===== src/rtl/hazard_scoreboard.sv =====
// hazard_scoreboard: per-register load-use countdown scoreboard driving stall and PC/IF-ID write enable.
// Optional HAZARD_PERF_EN builds a saturating stall-cycle counter on stall_cycles.
module hazard_scoreboard #(
    parameter int NREG     = 32,
    parameter int AW       = 5,
    parameter int LOAD_LAT = 1
) (
    input  logic            clk,
    input  logic            rst_n,
    input  logic            id_valid,
    input  logic [AW-1:0]   id_rs,
    input  logic [AW-1:0]   id_rt,
    input  logic            id_rs_used,
    input  logic            id_rt_used,
    input  logic            id_memread,
    input  logic            id_regwrite,
    input  logic [AW-1:0]   id_wa,
    input  logic            flush,
    input  logic            freeze,
    output logic            PC_IFWrite,
    output logic            stall,
    output logic [NREG-1:0] pending,
    output logic [31:0]     stall_cycles
);
    logic [2**AW-1:0] w_pend_ext;
    logic             w_hazard;
    logic             w_arm;

    // Zero-extended view so register numbers >= NREG read as not pending.
    always_comb begin
        w_pend_ext             = '0;
        w_pend_ext[NREG-1:0]   = pending;
    end

    assign w_hazard   = id_valid && !flush &&
                        ((id_rs_used && w_pend_ext[id_rs]) || (id_rt_used && w_pend_ext[id_rt]));
    assign stall      = w_hazard && !freeze;
    assign PC_IFWrite = !w_hazard && !freeze;
    assign w_arm      = id_valid && !flush && !w_hazard && !freeze &&
                        id_memread && id_regwrite && (id_wa != '0);

    assign pending[0] = 1'b0;

    for (genvar i = 1; i < NREG; i++) begin : g_reg
        logic [3:0] r_cnt;
        always_ff @(posedge clk or negedge rst_n) begin
            if (!rst_n)
                r_cnt <= '0;
            else if (!freeze)
                r_cnt <= (w_arm && id_wa == AW'(i)) ? 4'(LOAD_LAT) : (|r_cnt ? r_cnt - 4'd1 : r_cnt);
        end
        assign pending[i] = |r_cnt;
    end

`ifdef HAZARD_PERF_EN
    logic [31:0] r_stall_cycles;
    always_ff @(posedge clk or negedge rst_n) begin
        if (!rst_n)
            r_stall_cycles <= '0;
        else if (stall && r_stall_cycles != '1)
            r_stall_cycles <= r_stall_cycles + 32'd1;
    end
    assign stall_cycles = r_stall_cycles;
`else
    assign stall_cycles = '0;
`endif
endmodule


===== config.mk =====
export PLATFORM = sky130hd
export DESIGN_NAME = hazard_scoreboard
export DESIGN_NICKNAME = d
export VERILOG_FILES = /design/src/rtl/hazard_scoreboard.sv
export SDC_FILE = /design/constraint.sdc
export NUM_CORES = 1
export LEC_CHECK = 0
export ABC_AREA = 1
export CAP_MARGIN = 20
export CORE_MARGIN = 4
export CORE_UTILIZATION = 45
export DETAILED_ROUTE_END_ITERATION = 8
export GPL_TIMING_DRIVEN = 0
export HOLD_SLACK_MARGIN = 0.06
export PLACE_DENSITY = 0.76
export SYNTH_ARGS = -nofsm -noshare
export SYNTH_HDL_FRONTEND = slang
export SYNTH_SLANG_ARGS = --single-unit

===== constraint.sdc =====
create_clock -name clk -period 2.9 [get_ports clk]
set_input_delay 0.87 -clock clk [delete_from_list [all_inputs] [get_ports clk]]
set_output_delay 0.87 -clock clk [all_outputs]
set_load 0.005 [all_outputs]

## Word-level counts from Yosys, hierarchy flattened

Index checks and enable logic that the tools add are counted.

- Register bits: 124
- Bits of input ports: 24
- Output and inout port bits: 66
- Logic and storage cells: 302

- Add/subtract/negate cells: 31
- $lt $le $gt $ge: 2
- Equality and inequality tests: 31
- Muxes and demuxes: 66
- Bitwise operators: 1
- Reductions and logical operators: 140

Operators by type and width:

| kind | count |
|---|---|
| $mux 4 | 62 |
| $reduce_or 4->1 | 31 |
| $sub 4x1->4 const B | 31 |
| $eq 5x5->1 const B | 16 |
| $reduce_and 2->1 | 31 |
| $reduce_bool 2->1 | 31 |
| $logic_and 1x1->1 | 42 |
| $eq 5x4->1 const B | 8 |
| $eq 5x3->1 const B | 4 |
| $lt 5x6->1 const B | 2 |
| $bmux 1 s5 | 2 |
| $eq 5x2->1 const B | 2 |
| $eq 5x1->1 const B | 1 |
| $reduce_bool 5->1 | 1 |
| $logic_not 1->1 | 3 |
| $mux 1 | 2 |
| $logic_or 1x1->1 | 1 |
| $not 1->1 | 1 |

## Logic depth before layout (Yosys ltp)

- Depth in word-level cells: 15
- Gate-level depth with buffers: 16
- Mapped depth without buffers: 15

## Worst setup path before layout

No wires, ideal clock.

- Path kind: input to output
- Start: in id_rt[0]
- End: out stall
- Arrival time: 2.113 ns
- Required time: 2.030 ns
- Path slack: -0.083 ns
- Stages: 14
- Buffers on the path: 3
- Cell sequence: buf_4 inv_4 buf_6 nand2_1 nand3_1 nand3_1 nand3_1 nand2_1 nand2_1 nand3_4 buf_12 nand2_1 nand2_1 nor2_1

- Word-level cells in the longest chain between the ends: 6

RTL lines:

| item | RTL line | RTL |
|---|---|---|
| from (decl) | 12 | `input logic [AW-1:0] id_rt,` |
| $bmux 1 s5 | 36 | `((id_rs_used && w_pend_ext[id_rs]) \|\| (id_rt_used && w_pend_ext[id_rt]));` |
| $mux 1 (not written as such) | 36 |  |
| $logic_and 1x1->1 | 36 |  |
| $logic_or 1x1->1 | 36 |  |
| $logic_and 1x1->1 | 35 | `assign w_hazard = id_valid && !flush &&` |
| $logic_and 1x1->1 | 37 | `assign stall = w_hazard && !freeze;` |
| to (decl) | 21 | `output logic stall,` |

Every way passes these cells. The select of a mux whose other input is x is not followed.

## Worst setup path in the final report

- Start: in id_rs[0]
- End: out stall

- Word-level cells in the longest chain between the ends: 6

RTL lines:

| item | RTL line | RTL |
|---|---|---|
| from (decl) | 11 | `input logic [AW-1:0] id_rs,` |
| $bmux 1 s5 | 36 |  |
| $mux 1 (not written as such) | 36 |  |
| $logic_and 1x1->1 | 36 |  |
| $logic_or 1x1->1 | 36 |  |
| $logic_and 1x1->1 | 35 |  |
| $logic_and 1x1->1 | 37 |  |

Every way passes these cells. The select of a mux whose other input is x is not followed.

==> metrics <==
Reg area 0.00310 sq mm; DP Cell Count 1600; Worst Setup Start Kind input pin; detailed-placement wirelength estimate roughly 18000 um; 1st-iter DRT viols 754; footprint of the multi-input gates 0.00592 sq mm; unrepaired setup endpoints after global routing yes; Pins Over Slew Limit 0; Num Clock Sinks 124; Post-Layout Cell Count 1731; min cycle time layout 2.99 ns; Data arrival, critical path 2.12 ns; failing checks negative setup slack; Core Footprint 0.0203 sq mm; Post-synth EDFFs 0; chip height about 150 um; die area 0.0231 sq mm; post-synth cell types 27; Total GRT Usage 23.1%; final core utilization approximately three fifths; status finished with violations; number of port buffers 50; FFs w/ async S/R, synth 100%; Max Clock Skew around 0.0077 ns; R2R cell count 17; worst slack at placement -0.969 ns; overall power 13.9 mW; gpl congestion 0.946; Reg-to-Reg Start g_reg[9].r_cnt[1]; Final Hold Viols 0; worst skew pair latency 0.43 ns; Largest register FFs 124; Via density 5.31; final-stage net count 1502; initial antenna violation count 1; Layout fillers 1632; Initial Utilization between 40 and 50%; CP Data Required Time 2.03 ns; vias in the first global route 8936; die width about 150 um; Synth Register Bits 124; H-tree depth 4; r2r setup slk 0.51 ns; setup TNS -0.154 ns; CTS tree yes; commonest non-fill, non-tap cell in the layout nand2_1; fmax 334 MHz; share of cells above drive strength 1 30.5%; switch share 42.3%; DR WL met3 about 1900 um; Met1 Wirelength 11400 um; Final Worst Setup Slack -0.0930 ns; Antenna Nets Post-Route 0; worst-case clock buffer depth 2; Int Pwr 8.00 mW; Final setup viols 2; I/O pin total 90; Peak VDD IR 616 uV; registers with the most flip-flops g.r_cnt (124); clock network power share 18.0%; Avg Cell Area, Syn 7.47 sq um; metal2 WL 13600 um; largest register by flop count g.r_cnt; WHS 0.426 ns; fraction of power consumed by sequential logic 24.4%; Final Cycle Share 103%; Finished Cell Area between 0.01 and 0.015 sq mm; global-route wire length before repair 44000 um; Cells after Synth 1247; WL final 27900 um; Worst setup EP type output port; Worst slew margin a little under half; Main synth FF type dfrtp_1; clock slew at reported path FFs 0.06 ns; drt wl/cell 16.1 um; CTS root buffer clkbuf_16; placed cell areas 0.0103 sq mm; worst setup path end stall; CP Launch Point id_rs[0]; CTS Buf Count 17; Post-Syn Area 0.00932 sq mm; critical path fanouts, max 8; Comb pwr share between 50% and 60%; Hold Crit Class in -> async; Pleak 6.65 nW; max layer used met4; DR vias 9191; remaining global-route overflow 0; Psw approximately 5.9 mW; reg2reg end g_reg[22].r_cnt[2]; measured slew at the worst slew-check pin 0.809 ns; Worst Setup Path Type in -> out; power per cell area roughly 1100 mW/mm^2; largest net degree at the start of global routing 65; hold_buf cts 0; # rows 52; DRC violations left 0; total iterations of the first detailed-routing run 5; P&R area growth vs syn 35.0%; most frequent cells in the layout nand2_1 (360), inv_1 (135), buf_4 (134); Max Cap Viol 0; Synth Warn # 0; Seq/Total Area, Yosys between 30% and 40%
power by group through the flow:
stage / Combinational, mW / Sequential (mW) / Clock (mW)
2_1_floorplan: 4.22 / 3.22 / 0
3_3_place_gp: 5.32 / 3.37 / 0
3_5_place_dp: 5.59 / 3.38 / 0
4_1_cts: 7.20 / 3.27 / 2.50
5_1_grt: 8.85 / 3.48 / 2.59
6_report: 7.98 / 3.38 / 2.49
final cells by class:
class                      count  share of cell area, %
clock inverter                14                   1.93
multi-input combinational    907                   47.1
buffer                        72                   4.48
tap                          270                   2.69
clock buffer                  18                   3.49
antenna                        1                 0.0199
timing repair buffer         151                   10.2
inverter                     174                   5.39
sequential                   124                   24.7
how the worst min path moves through the flow:
stage,start,endpoint,slack (ns),depth (start not counted)
floorplan,g_reg[15].r_cnt[1],g_reg[15].r_cnt[1],0.46,2
global placement,g_reg[26].r_cnt[1],g_reg[26].r_cnt[1],0.48,2
detailed placement,g_reg[21].r_cnt[1],g_reg[21].r_cnt[1],0.48,2
CTS,rst_n,g_reg[1].r_cnt[1],0.44,1
global route,rst_n,g_reg[1].r_cnt[1],0.47,1
finish,rst_n,g_reg[1].r_cnt[1],0.43,1
kinds of logic (layout without fill, tap and decap cells):
family	count (synthesis)	after routing	synth area share, %
compound gates	3	3	0.175
xor+xnor	62	62	5.83
fa+ha+maj	31	31	4.16
buf+inv	248	429	13.0
flops	124	124	33.3
other cells	1	34	0.0403
simple gates	778	778	43.4
cells in the mapped netlist (31+ instances only):
cell type | n | area [sq um]
buf_4 | 38 | 285
dfrtp_1 | 124 | 3100
ha_1 | 31 | 388
inv_1 | 170 | 638
nand2_1 | 395 | 1480
nand2_2 | 70 | 438
nand3_1 | 85 | 425
nand4_1 | 95 | 594
nor2_1 | 58 | 218
nor3_1 | 41 | 205
xnor2_1 | 31 | 272
xor2_1 | 31 | 272
timing repair:
action                                  CTS  global route
pin swaps                                65            37
hold endpoints to repair                  0             0
endpoints found under the setup margin    2             2
setup buffers                            80            18
resized for setup                       131           110
cloned                                    2             0
critical path, stage by stage:
cell and delay [ns]:
buf_12 0.13, inv_12 0.09, buf_8 0.11, nand2_1 0.07, nand3_2 0.09, nand3_2 0.07, nand2_1 0.07, nand2_1 0.07
nand3_2 0.10, nand3_4 0.10, nand2_4 0.10, nand2_2 0.04, nor2_1 0.07, buf_2 0.12
metal layers:
layer  global-route usage (%)  up-vias
li1                         -     4343
met1                     28.9     4411
met2                     37.3      368
met3                     5.43       69
met4                     11.6        0
met5                        0        -
No activity file was read; power rests on OpenSTA's default activity.
